===== config.mk =====
export PLATFORM = sky130hd
export DESIGN_NAME = store_buffer
export DESIGN_NICKNAME = d
export VERILOG_FILES = /design/src/rtl/store_buffer.sv
export SDC_FILE = /design/constraint.sdc
export NUM_CORES = 1
export LEC_CHECK = 0
export BUFFER_PORTS_ARGS = -buffer_cell sky130_fd_sc_hd__buf_4
export CORE_UTILIZATION = 40
export DETAILED_ROUTE_END_ITERATION = 8
export SYNTH_ARGS = -nofsm -noshare
export SYNTH_HDL_FRONTEND = slang
export SYNTH_SLANG_ARGS = --single-unit

===== constraint.sdc =====
create_clock -name clk -period 4.8 [get_ports clk]
set_input_delay 0 -clock clk [delete_from_list [all_inputs] [get_ports clk]]
set_output_delay 0 -clock clk [all_outputs]
set_load 0.1 [all_outputs]

===== src/rtl/store_buffer.sv =====
// -----------------------------------------------------------------------------
// store_buffer
//
// Posted-write FIFO between the CPU data port and data memory. A store retires
// on the CPU side in the cycle it is accepted. Buffered stores drain to memory
// in program order, one per cycle, whenever memory signals ready. A load that
// hits a buffered word address is served from the youngest matching entry, so
// the CPU always sees memory as if every store had already landed.
//
// Ports
//   clk        in   1   system clock, rising edge
//   rst        in   1   asynchronous, active-high reset
//   cpu_we     in   1   CPU store request this cycle
//   cpu_re     in   1   CPU load request this cycle
//   cpu_addr   in   AW  load/store byte address (bits [1:0] ignored)
//   cpu_wdata  in   DW  store data
//   cpu_rdata  out  DW  load data (combinational)
//   cpu_stall  out  1   store not accepted this cycle; CPU holds the request
//   mem_ready  in   1   memory accepts a write this cycle
//   mem_we     out  1   write strobe to memory (buffer non-empty)
//   mem_addr   out  AW  write address of the head entry
//   mem_wdata  out  DW  write data of the head entry
//   mem_raddr  out  AW  read address to memory (= cpu_addr)
//   mem_rdata  in   DW  memory read data (combinational)
//   empty      out  1   no stores pending
// -----------------------------------------------------------------------------
module store_buffer #(
  parameter int DEPTH = 4,
  parameter int AW    = 32,
  parameter int DW    = 32
) (
  input  logic          clk,
  input  logic          rst,
  input  logic          cpu_we,
  input  logic          cpu_re,
  input  logic [AW-1:0] cpu_addr,
  input  logic [DW-1:0] cpu_wdata,
  output logic [DW-1:0] cpu_rdata,
  output logic          cpu_stall,
  input  logic          mem_ready,
  output logic          mem_we,
  output logic [AW-1:0] mem_addr,
  output logic [DW-1:0] mem_wdata,
  output logic [AW-1:0] mem_raddr,
  input  logic [DW-1:0] mem_rdata,
  output logic          empty
);

  localparam int PW = $clog2(DEPTH);
  localparam logic [PW:0]   DEPTH_C = (PW+1)'(DEPTH);
  localparam logic [PW-1:0] PTR_ONE = PW'(1);
  localparam logic [PW:0]   CNT_ONE = (PW+1)'(1);

  // Entry storage: word address and data. Not reset; validity comes from
  // head/count only.
  logic [AW-3:0] addr_mem_r [DEPTH];
  logic [DW-1:0] data_mem_r [DEPTH];

  logic [PW-1:0] head_r;
  logic [PW-1:0] tail_r;
  logic [PW:0]   count_r;
  logic [PW:0]   count_nxt_s;

  // mem_we_r mirrors (count_r != 0) and empty_r mirrors (count_r == 0); both
  // are loaded from the next count so they are plain flops on the outputs.
  logic          mem_we_r;
  logic          empty_r;

  logic          full_s;
  logic          drain_s;
  logic          accept_s;
  logic          wr_en_s;

  logic          hit_s;
  logic [DW-1:0] fwd_data_s;

  // Handshake decode: a full buffer still accepts when the head drains in the
  // same cycle, which keeps the count at DEPTH.
  always_comb begin
    full_s   = (count_r == DEPTH_C);
    drain_s  = mem_we_r & mem_ready;
    accept_s = cpu_we & (~full_s | drain_s);
    wr_en_s  = accept_s & ~rst;
  end

  // Next occupancy: both or neither leave the count unchanged.
  always_comb begin
    count_nxt_s = count_r;
    case ({accept_s, drain_s})
      2'b10:   count_nxt_s = count_r + CNT_ONE;
      2'b01:   count_nxt_s = count_r - CNT_ONE;
      2'b11:   count_nxt_s = count_r;
      2'b00:   count_nxt_s = count_r;
      default: count_nxt_s = count_r;
    endcase
  end

  // Pointer, occupancy and status flops; reset discards all pending stores.
  always_ff @(posedge clk or posedge rst) begin
    if (rst) begin
      head_r   <= '0;
      tail_r   <= '0;
      count_r  <= '0;
      mem_we_r <= 1'b0;
      empty_r  <= 1'b1;
    end else begin
      if (drain_s) begin
        head_r <= head_r + PTR_ONE;
      end
      if (accept_s) begin
        tail_r <= tail_r + PTR_ONE;
      end
      count_r  <= count_nxt_s;
      mem_we_r <= (count_nxt_s != '0);
      empty_r  <= (count_nxt_s == '0);
    end
  end

  // Entry write at tail on an accepted store.
  always_ff @(posedge clk) begin
    if (wr_en_s) begin
      addr_mem_r[tail_r] <= cpu_addr[AW-1:2];
      data_mem_r[tail_r] <= cpu_wdata;
    end
  end

  // Forwarding search: walk entries oldest to youngest from head so the last
  // match found is the youngest. The head entry still counts while draining,
  // and a store arriving this cycle is not yet in the array.
  always_comb begin
    hit_s      = 1'b0;
    fwd_data_s = '0;
    for (int i = 0; i < DEPTH; i++) begin
      if (((PW+1)'(i) < count_r) &&
          (addr_mem_r[head_r + PW'(i)] == cpu_addr[AW-1:2])) begin
        hit_s      = 1'b1;
        fwd_data_s = data_mem_r[head_r + PW'(i)];
      end else begin
        hit_s      = hit_s;
        fwd_data_s = fwd_data_s;
      end
    end
  end

  // Load data select.
  always_comb begin
    if (cpu_re & hit_s) begin
      cpu_rdata = fwd_data_s;
    end else begin
      cpu_rdata = mem_rdata;
    end
  end

  assign cpu_stall = cpu_we & ~accept_s;
  assign mem_we    = mem_we_r;
  assign empty     = empty_r;
  assign mem_addr  = {addr_mem_r[head_r], 2'b00};
  assign mem_wdata = data_mem_r[head_r];
  assign mem_raddr = cpu_addr;

endmodule


# --- After elaboration in Yosys (flattened, before gate mapping) ---
# Memory sizes are Yosys's and may differ from the RTL's.
# Index checks and enable logic that the tools add are counted.
word_totals:
  register_bits: 9
  mem_bits_rw: 248
  inputBits: 101
  out_inout_bits: 131
  elab_cells: 54
  n_memories: 2
classes:
  addsub: 6
  magnitude_cmp: 4
  n_eq_ne: 8
  muxes: 12
  bitwise: 9
  n_reduce_logical: 8
mem_list:
  columns: ["name", "words", "word_bits", "rd", "rd_clocked_by_memory_dff", "write_ports", "line_no", "source"]
  rows:
  - ["data_mem_r", 4, 32, 4, 0, 1, "57", "logic [DW-1:0] data_mem_r [DEPTH];"]
  - ["addr_mem_r", 4, 30, 4, 0, 1, "56", "logic [AW-3:0] addr_mem_r [DEPTH];"]
ops:
  columns: ["op", "count"]
  rows:
  - ["32-bit 2-to-1 mux", 5]
  - ["30-bit == test", 4]
  - ["3-bit one-hot mux with 3 select lines", 1]
  - ["1-bit by 3-bit < comparator with 1-bit output (first input constant)", 2]
  - ["2-bit by 3-bit < comparator with 1-bit output (first input constant)", 2]
  - ["1-bit 2-to-1 mux", 6]
  - ["1-bit AND", 5]
  - ["2-bit by 1-bit adder with 2-bit output (second input constant)", 2]
  - ["2-bit adder (second input constant)", 2]
  - ["2-bit == test (second input constant)", 2]
  - ["1-bit logical AND", 4]
  - ["3-bit by 1-bit adder with 3-bit output (second input constant)", 1]
  - ["3-bit == test (second input constant)", 1]
  - ["3-bit logical NOT", 1]
  - ["1-bit inverter", 3]
  - ["3-bit nonzero test", 1]
  - ["3-bit by 1-bit subtractor with 3-bit output (second input constant)", 1]
  - ["2-bit by 1-bit == test with 1-bit output (second input constant)", 1]
  - ["2-bit logical NOT", 1]
  - ["2-bit OR reduction", 1]
  - ["1-bit bitwise OR", 1]

# --- Logic depth before layout (Yosys ltp) ---
# Gate-level depths: netlist (run 1).
# An unclocked memory read counts as a cell.
depth:
  word_depth: 9
  ltp_mapped: 16
  ltp_nobuf: 12

# --- Worst setup path before layout (run 1) ---
# OpenSTA, ideal clock, no wires.
synth_timing:
  kind: "register -> output"
  startpoint: "reg head_r[0]"
  endpoint: "out cpu_rdata[15]"
  t_arrival_ps: 5923
  required_ps: 4800
  path_slack_ps: -1123
  stages_incl_launch_ff: 16
  path_buffers: 6
  cell_sequence: "dfrtp_1 buf_6 buf_8 buf_12 inv_1 buf_2 buf_2 mux2i_1 xor2_1 nor4_1 o2111ai_1 o21ai_2 nand2_1 clkbuf_1 a211o_1 a31oi_1"
synth_via:
  elab_chain_cells: 9
  word_cells_on_any_way: 23
  classes_between: "add/sub: 3; eq/ne: 4; mux: 9; bitwise: 1; reduce/logical: 4; memory: 2"
synth_rtl:
  columns: ["element", "line_no", "source"]
  rows:
  - ["from (decl)", "59", "logic [PW-1:0] head_r;"]
  - ["from (signal assigned)", "108", "head_r <= head_r + PTR_ONE;"]
  - ["memory 4 x 30 bit (*)", null, null]
  - ["via mem_addr[24]", "42", "output logic [AW-1:0] mem_addr,"]
  - ["30-bit == test (*)", "135", "(addr_mem_r[head_r + PW'(i)] == cpu_addr[AW-1:2])) begin"]
  - ["1-bit logical AND (*)", "134", "if (((PW+1)'(i) < count_r) &&"]
  - ["1-bit 2-to-1 mux (4 in a row)", "134", null]
  - ["1-bit AND", "147", "if (cpu_re & hit_s) begin"]
  - ["32-bit 2-to-1 mux (*)", "147", null]
  - ["to (decl)", "38", "output logic [DW-1:0] cpu_rdata,"]
# The timed path passes the listed nets; every way through them passes the cells marked *.

# --- Final worst setup path (run 1) ---
layout_timing:
  startpoint: "reg head_r[0]"
  endpoint: "out cpu_rdata[7]"
layout_via:
  elab_chain_cells: 9
  word_cells_on_any_way: 23
  classes_between: "add/sub: 3; eq/ne: 4; mux: 9; bitwise: 1; reduce/logical: 4; memory: 2"
layout_rtl:
  columns: ["element", "line_no"]
  rows:
  - ["2-bit by 1-bit adder with 2-bit output or memory 4 x 30 bit (tied branches)", null]
  - ["memory 4 x 30 bit or 30-bit == test (tied branches)", null]
  - ["30-bit == test or 1-bit logical AND (tied branches)", "135, 134"]
  - ["1-bit logical AND or 1-bit 2-to-1 mux (tied branches)", "134"]
  - ["1-bit 2-to-1 mux (3 in a row)", "134"]
  - ["1-bit AND", "147"]
  - ["32-bit 2-to-1 mux (*)", "147"]
# Mark *: on every way between the ends. The rest lies on a longest branch, timed or not.

==> flow_summary.ini, run 1 <==
[logic_synthesis]
ys_seq_area_share_pct = 41.4
synth_warnings = 0
ys_top_cells_by_area = edfxtp_1 (40%), mux4_2 (15%), mux2i_1 (7.7%)
yosys_most_used_dff = edfxtp_1
yosysMostFrequentCell = edfxtp_1
synthArstFlopShare_pct = 3.50
synth_cells = 1537
ys_ff_latch = 257
netlist_area_um2 = 18500
synthTopCellsByCount = edfxtp_1 (248), mux2i_1 (143), mux4_2 (125), clkbuf_1 (79), a21oi_1 (78)
yosys.area.top_type = edfxtp_1
synth_cell_type_count = 71
synth_top_area_share_pct = 40.2
synth_area_per_cell_um2 = 12.1
synth_edf_count = 248

[power_and_ir_drop]
p_int_mw = 7.30
p_sw_share_pct = 50.2
p_leak_nw = 8.21
peakVddDrop_uv = 586
switchingPower_mw = 7.37
p_clk_share_pct = 15.4
power.density_nw_per_um2 = 651
p_seq_share_pct = 20.3
comb_power_share_pct = 64.2

[clock_tree]
clockRootBuffer = clkbuf_16
clkSinkCount = 257
path_clk_slew_ns = 0.06
cts_buffers = 30
htreeDepth = 1
worstSkewPairLatency_ns = 0.58
cts_tree = done
clock_path_buffers = 3

[setup_path]
crit_chain = clkbuf_4, inv_4, buf_6, o21ai_0, a211oi_1, o211ai_1, a2111o_2, buf_4, nor2_4, buf_12, o31ai_1, a211o_1, a31oi_2, buf_6
crit_path_max_fanout = 19
crit_type = flop to output port
arrival_ns = 4.68
max_stage_delay_ns = 0.63
critical_path.slowest_cell = a2111o_2
critPathCaptureType = output port
cp.required_ns = 4.80
startpoint_type = flop
cp_common_cell = buf_6
ff2ff_path_depth = 7

[finish]
final_util_pct = 49.5
area_growth_pct = 21.6
nFillCells = 3978
diodes = 0
final_nets = 1854
drive_above_1_share_pct = 30.9
fin_cells = 2367

[timing]
fmax_mhz = 214
setup-violations-final = 0
hold_violations = 0
fin_skew_ns = 0.00994
whs_ns = 0.000831
slew_headroom_pct = 37.7
worst_pin_slew_ns = 0.935
setup_ws_ns = 0.123
drv_slew = 0
min_period_ns = 4.68
finalCritPeriodShare_pct = 97.4

[global_routing]
grt_pass1_wl_mm = 86.9
grt_max_degree = 162
met2_usage_pct = 40.8
met1_usage_pct = 31.1
use_met3_pct = 3.14
antenna_found_initial = 0
track_usage_pct = 23.9
grt-ovfl-total = 0
grt_pass1_vias = 14500
busiest_layer = met2

[die]
initial_core_util_pct = 40.7
rows = 78
die_height_um = 217
die_area_um2 = 47200
coreArea_um2 = 45600
die_w_um = 217
io_pins = 232

[placed_design]
portBuffers = 225
place_hpwl_mm = 38.7
globalplace.congestion = 0.980
dp.cells = 2224
dp_slack_ns = 0.408

[drt]
num_vias = 14900
drc = 0
via_per_inst = 6.28
wire_per_inst_um = 24.8
drtAntennaViolNets = 0
drt_pass1_iterations = 6
drtIter0Drc = 1662
wl_mm = 58.7

[job]
maxCapViolations = 0

[hold_path]
hold_depth = 0
holdCritPathClass = input pin to output port

[outcome]
status = completed
==> layout make-up <==
cell class / count / area (um2) / share of cell area (%)
multi-input combinational: 1038 / 9830 / 43.6
sequential: 257 / 7680 / 34.1
timing repair buffer: 361 / 3070 / 13.6
clock buffer: 39 / 835 / 3.70
tap: 600 / 751 / 3.33
inverter: 55 / 209 / 0.927
clock inverter: 17 / 163 / 0.722
==> cells in the final DEF, fill, tap and decap left out, types with 5 or more instances in the layout <==
cell type,n
a211o_1,33
a211oi_1,6
a21boi_0,25
a21oi_1,50
a21oi_2,28
a221o_1,30
a221oi_1,11
a22oi_1,9
buf_12,6
buf_4,274
buf_6,8
clkbuf_16,33
clkbuf_8,5
clkinv_2,5
dfrtp_1,6
dlygate4sd3_1,66
edfxtp_1,248
ha_1,10
inv_1,54
mux2_2,12
mux2i_1,136
mux2i_2,7
mux4_2,125
nand2_1,67
nand3_1,9
nand4_1,23
nor2_1,25
nor2b_1,7
nor3_1,14
nor4_1,6
o211a_1,32
o211ai_1,34
o21ai_0,75
o22ai_1,5
o2bb2ai_1,5
o31ai_1,30
or3_1,37
or4_1,30
xnor2_1,75
xor2_1,15
==> repair_timing <==
action	4_1_cts	5_1_grt
resized for setup	5	20
hold buffers	66	0
endpoints found under the setup margin	32	32
pin swaps	0	0
hold endpoints to repair	261	0
cloned	0	3
setup buffers	5	13
==> registers in the layout (all words and copies together), names as in the netlist <==
name / count
data_mem_r: 128
tail_r: 2
head_r: 2
mem_we: 1
empty: 1
addr_mem_r: 120
count_r: 3
==> cells by family (layout without fill, tap and decap cells) <==
kind of cell / count (synthesis) / count (layout) / share of synthesized area (%)
compound gates: 414 / 414 / 16.1
xor+xnor: 91 / 91 / 4.30
fa+ha+maj: 10 / 10 / 0.675
buf+inv: 243 / 472 / 6.74
flops: 257 / 257 / 41.4
mux: 280 / 280 / 23.6
other cells: 1 / 2 / 0.0202
simple gates: 241 / 241 / 7.09
==> routing by layer <==
metal	share of wire [%]	vias up	routed length, um
met5	0	-	0
met4	3.2	0	1890
met3	7.6	129	4440
met2	49	735	28900
met1	40	7470	23500
li1	-	6523	-
==> worst max-delay path: cells and delay by family, from the launching register on <==
kind / cells / cell delay [ns]
buffers and inverters: 6 / 1.38
AND/OR/NAND/NOR: 1 / 0.24
AO/OA/AOI/OAI: 7 / 1.89
flip-flops: 1 / 0.56
==> power groups by stage <==
stage | Sequential, mW | Clock, mW | Combinational [mW]
after floorplan | 2.96 | 0 | 7.33
after global placement | 3.06 | 0 | 8.95
after detailed placement | 3.08 | 0 | 9.01
after CTS | 2.99 | 2.31 | 9.20
after global routing | 3.01 | 2.39 | 9.86
final | 2.98 | 2.26 | 9.42
==> stage by stage <==
step           setup TNS, ns  total power [mW]  instance area (um2)
2_1_floorplan              0              10.3                18700
5_1_grt              -0.0206              15.3                22500
3_3_place_gp               0              12.0                20600
3_5_place_dp               0              12.1                20600
6_report                   0              14.7                22500
4_1_cts                    0              14.5                22300
==> final timing paths <==
kind                             start                 to  slack [ns]
min reg2reg                  tail_r[0]          tail_r[0]        0.53
max                          head_r[0]       cpu_rdata[7]        0.12
min in group asynchronous          rst             mem_we        0.53
max reg2reg                 count_r[0]  addr_mem_r[3][14]        1.97
max in group asynchronous          rst              empty        3.97
min                        cpu_addr[1]       mem_raddr[1]      0.0008
(Power assumes the default switching activity.)
==> run 2, diff against run 1 <==
Settings changed: CORE_ASPECT_RATIO set to 0.5.
==> run 2 against run 1 <==
- non-clock buffer count increased by 2
- register-to-register slack got worse by 0.04 ns
- clock power decreased by 12%
- maximum frequency increased by 0.28%
- critical endpoint is now cpu_rdata[28]
- sequential share of layout area increased by 0.29 points
- critical path depth unchanged
- critical path type unchanged
- wire length decreased by 1.6%
- combinational power about the same
==> flow_summary.ini, run 2 (synthesis gave the netlist of run 1 again) <==
[setup_path]
cp.required_ns = 4.80
reg2reg_from = count_r[0]
rrSetupSlack_ns = 1.93
cp-startpoint = head_r[1]
startpoint_type = flop
crit_type = flop to output port
arrival_ns = 4.66
crit_path_max_fanout = 48
critPathCaptureType = output port

[timing]
worst_pin_slew_ns = 1.02
setup-violations-final = 0
final.setup.tns_ns = 0
fmax_mhz = 214
hold_violations = 0
finalCritPeriodShare_pct = 97.2
slew_headroom_pct = 31.8
fin_skew_ns = 0.0210
min_period_ns = 4.66
rsz0062_at_grt = false
drv_slew = 0

[die]
die_area_um2 = 47200
coreArea_um2 = 45400
die_height_um = 154
io_pins = 232
die_w_um = 306
rows = 55
initial_core_util_pct = 40.8

[clock_tree]
cts_buffers = 27
clkSinkCount = 257
clockRootBuffer = clkbuf_16
worstSkewPairLatency_ns = 0.59
path_clk_slew_ns = 0.06
cts_tree = done
clock_path_buffers = 3
htreeDepth = 1

[global_routing]
track_usage_pct = 23.7
grt_pass1_wl_mm = 86.5
grt_max_degree = 170
antenna_found_initial = 1
grt_pass1_vias = 14000
grt-ovfl-total = 0

[drt]
wire_per_inst_um = 24.5
drc = 0
via_per_inst = 6.17
wl_mm = 57.8
num_vias = 14500
drtAntennaViolNets = 0
drt_pass1_iterations = 5
drtIter0Drc = 1438

[finish]
final_nets = 1853
final_common_cell = buf_4
drive_above_1_share_pct = 30.5
top_regs = data_mem_r x128, addr_mem_r x120, count_r x3
area_growth_pct = 20.6
top_register = data_mem_r
nFillCells = 4077
final_cell_mix = buf_4 (279), edfxtp_1 (248), mux2i_1 (135)
largest_reg_flops = 128
diodes = 0
final_util_pct = 49.2

[outcome]
status = completed

[hold_path]
holdCritPathClass = input pin to output port
worstHoldStart = cpu_addr[0]

[job]
maxCapViolations = 0

[placed_design]
place_hpwl_mm = 37.6
globalplace.congestion = 0.954
portBuffers = 225

[power_and_ir_drop]
peakVddDrop_uv = 494
power.density_nw_per_um2 = 645
p_leak_nw = 8.11
[run 2: repair_timing]
item | in CTS | in global routing
pin swaps | 0 | 0
gates resized for setup | 2 | 8
setup buffers | 1 | 17
hold buffers | 66 | 0
setup endpoints to repair | 32 | 32
endpoints found under the hold margin | 261 | 0
gates cloned | 0 | 1
[run 2: worst paths after layout]
check,endpoint,depth (start not counted)
worst max register to register,data_mem_r[0][25],7
worst min register to register,tail_r[0],1
worst min-delay path,mem_raddr[0],0
max in group asynchronous,empty,4
worst max-delay path,cpu_rdata[28],14
min in group asynchronous,count_r[1],4
[run 2: final cells by class]
class                           count  area, um2  area share [%]
Multi-Input combinational cell   1038       9810            43.9
Clock buffer                       32        694            3.11
Clock inverter                     15       98.8           0.442
Sequential cell                   257       7680            34.4
Timing Repair Buffer              363       3110            13.9
Tap cell                          598        748            3.35
Inverter                           55        206           0.924
[run 2: report_power, final]
part / internal (mW) / leakage [nW] / total (mW) / switching (mW)
sequential: 2.75 / 2.35 / 2.97 / 0.216
combinational: 3.26 / 5.37 / 9.45 / 6.19
clock: 1.08 / 0.390 / 2.00 / 0.919
[run 2: through the flow]
step / instance area, um2 / hold slack, ns / worst slack (ns) / total power, mW / instances
after floorplan: 18700 / -0.173 / 0.0885 / 10.3 / 1538
after global placement: 20700 / 0.00118 / 0.532 / 12.1 / 2226
after detailed placement: 20700 / 0.000458 / 0.521 / 12.2 / 2226
after CTS: 22100 / 0.00118 / 0.0406 / 14.3 / 2340
after global routing: 22400 / 0.000187 / 0.00841 / 15.0 / 2358
final: 22400 / 0.0000439 / 0.136 / 14.4 / 2358
[run 2: worst max-delay path, cell delays in order, from the launching register on]
cell and delay (ns):
dfrtp_4 0.45, buf_12 0.15, buf_16 0.20, mux2i_2 0.37, o21ai_0 0.16, a211oi_2 0.29, o211ai_1 0.16, a2111o_2 0.58
buf_4 0.33, nor2_4 0.23, buf_12 0.20, o31ai_1 0.09, a211o_1 0.29, a31oi_2 0.20, buf_4 0.32
[run 2: per-layer routing]
metal	vias up	part of all wire, %	GRT usage [%]	wire, um
met5	-	0	0	0
met4	0	2.1	5.90	1210
met3	92	6.3	3.60	3640
met2	571	49	39.6	28100
met1	7371	43	32.5	24800
li1	6515	-	-	-
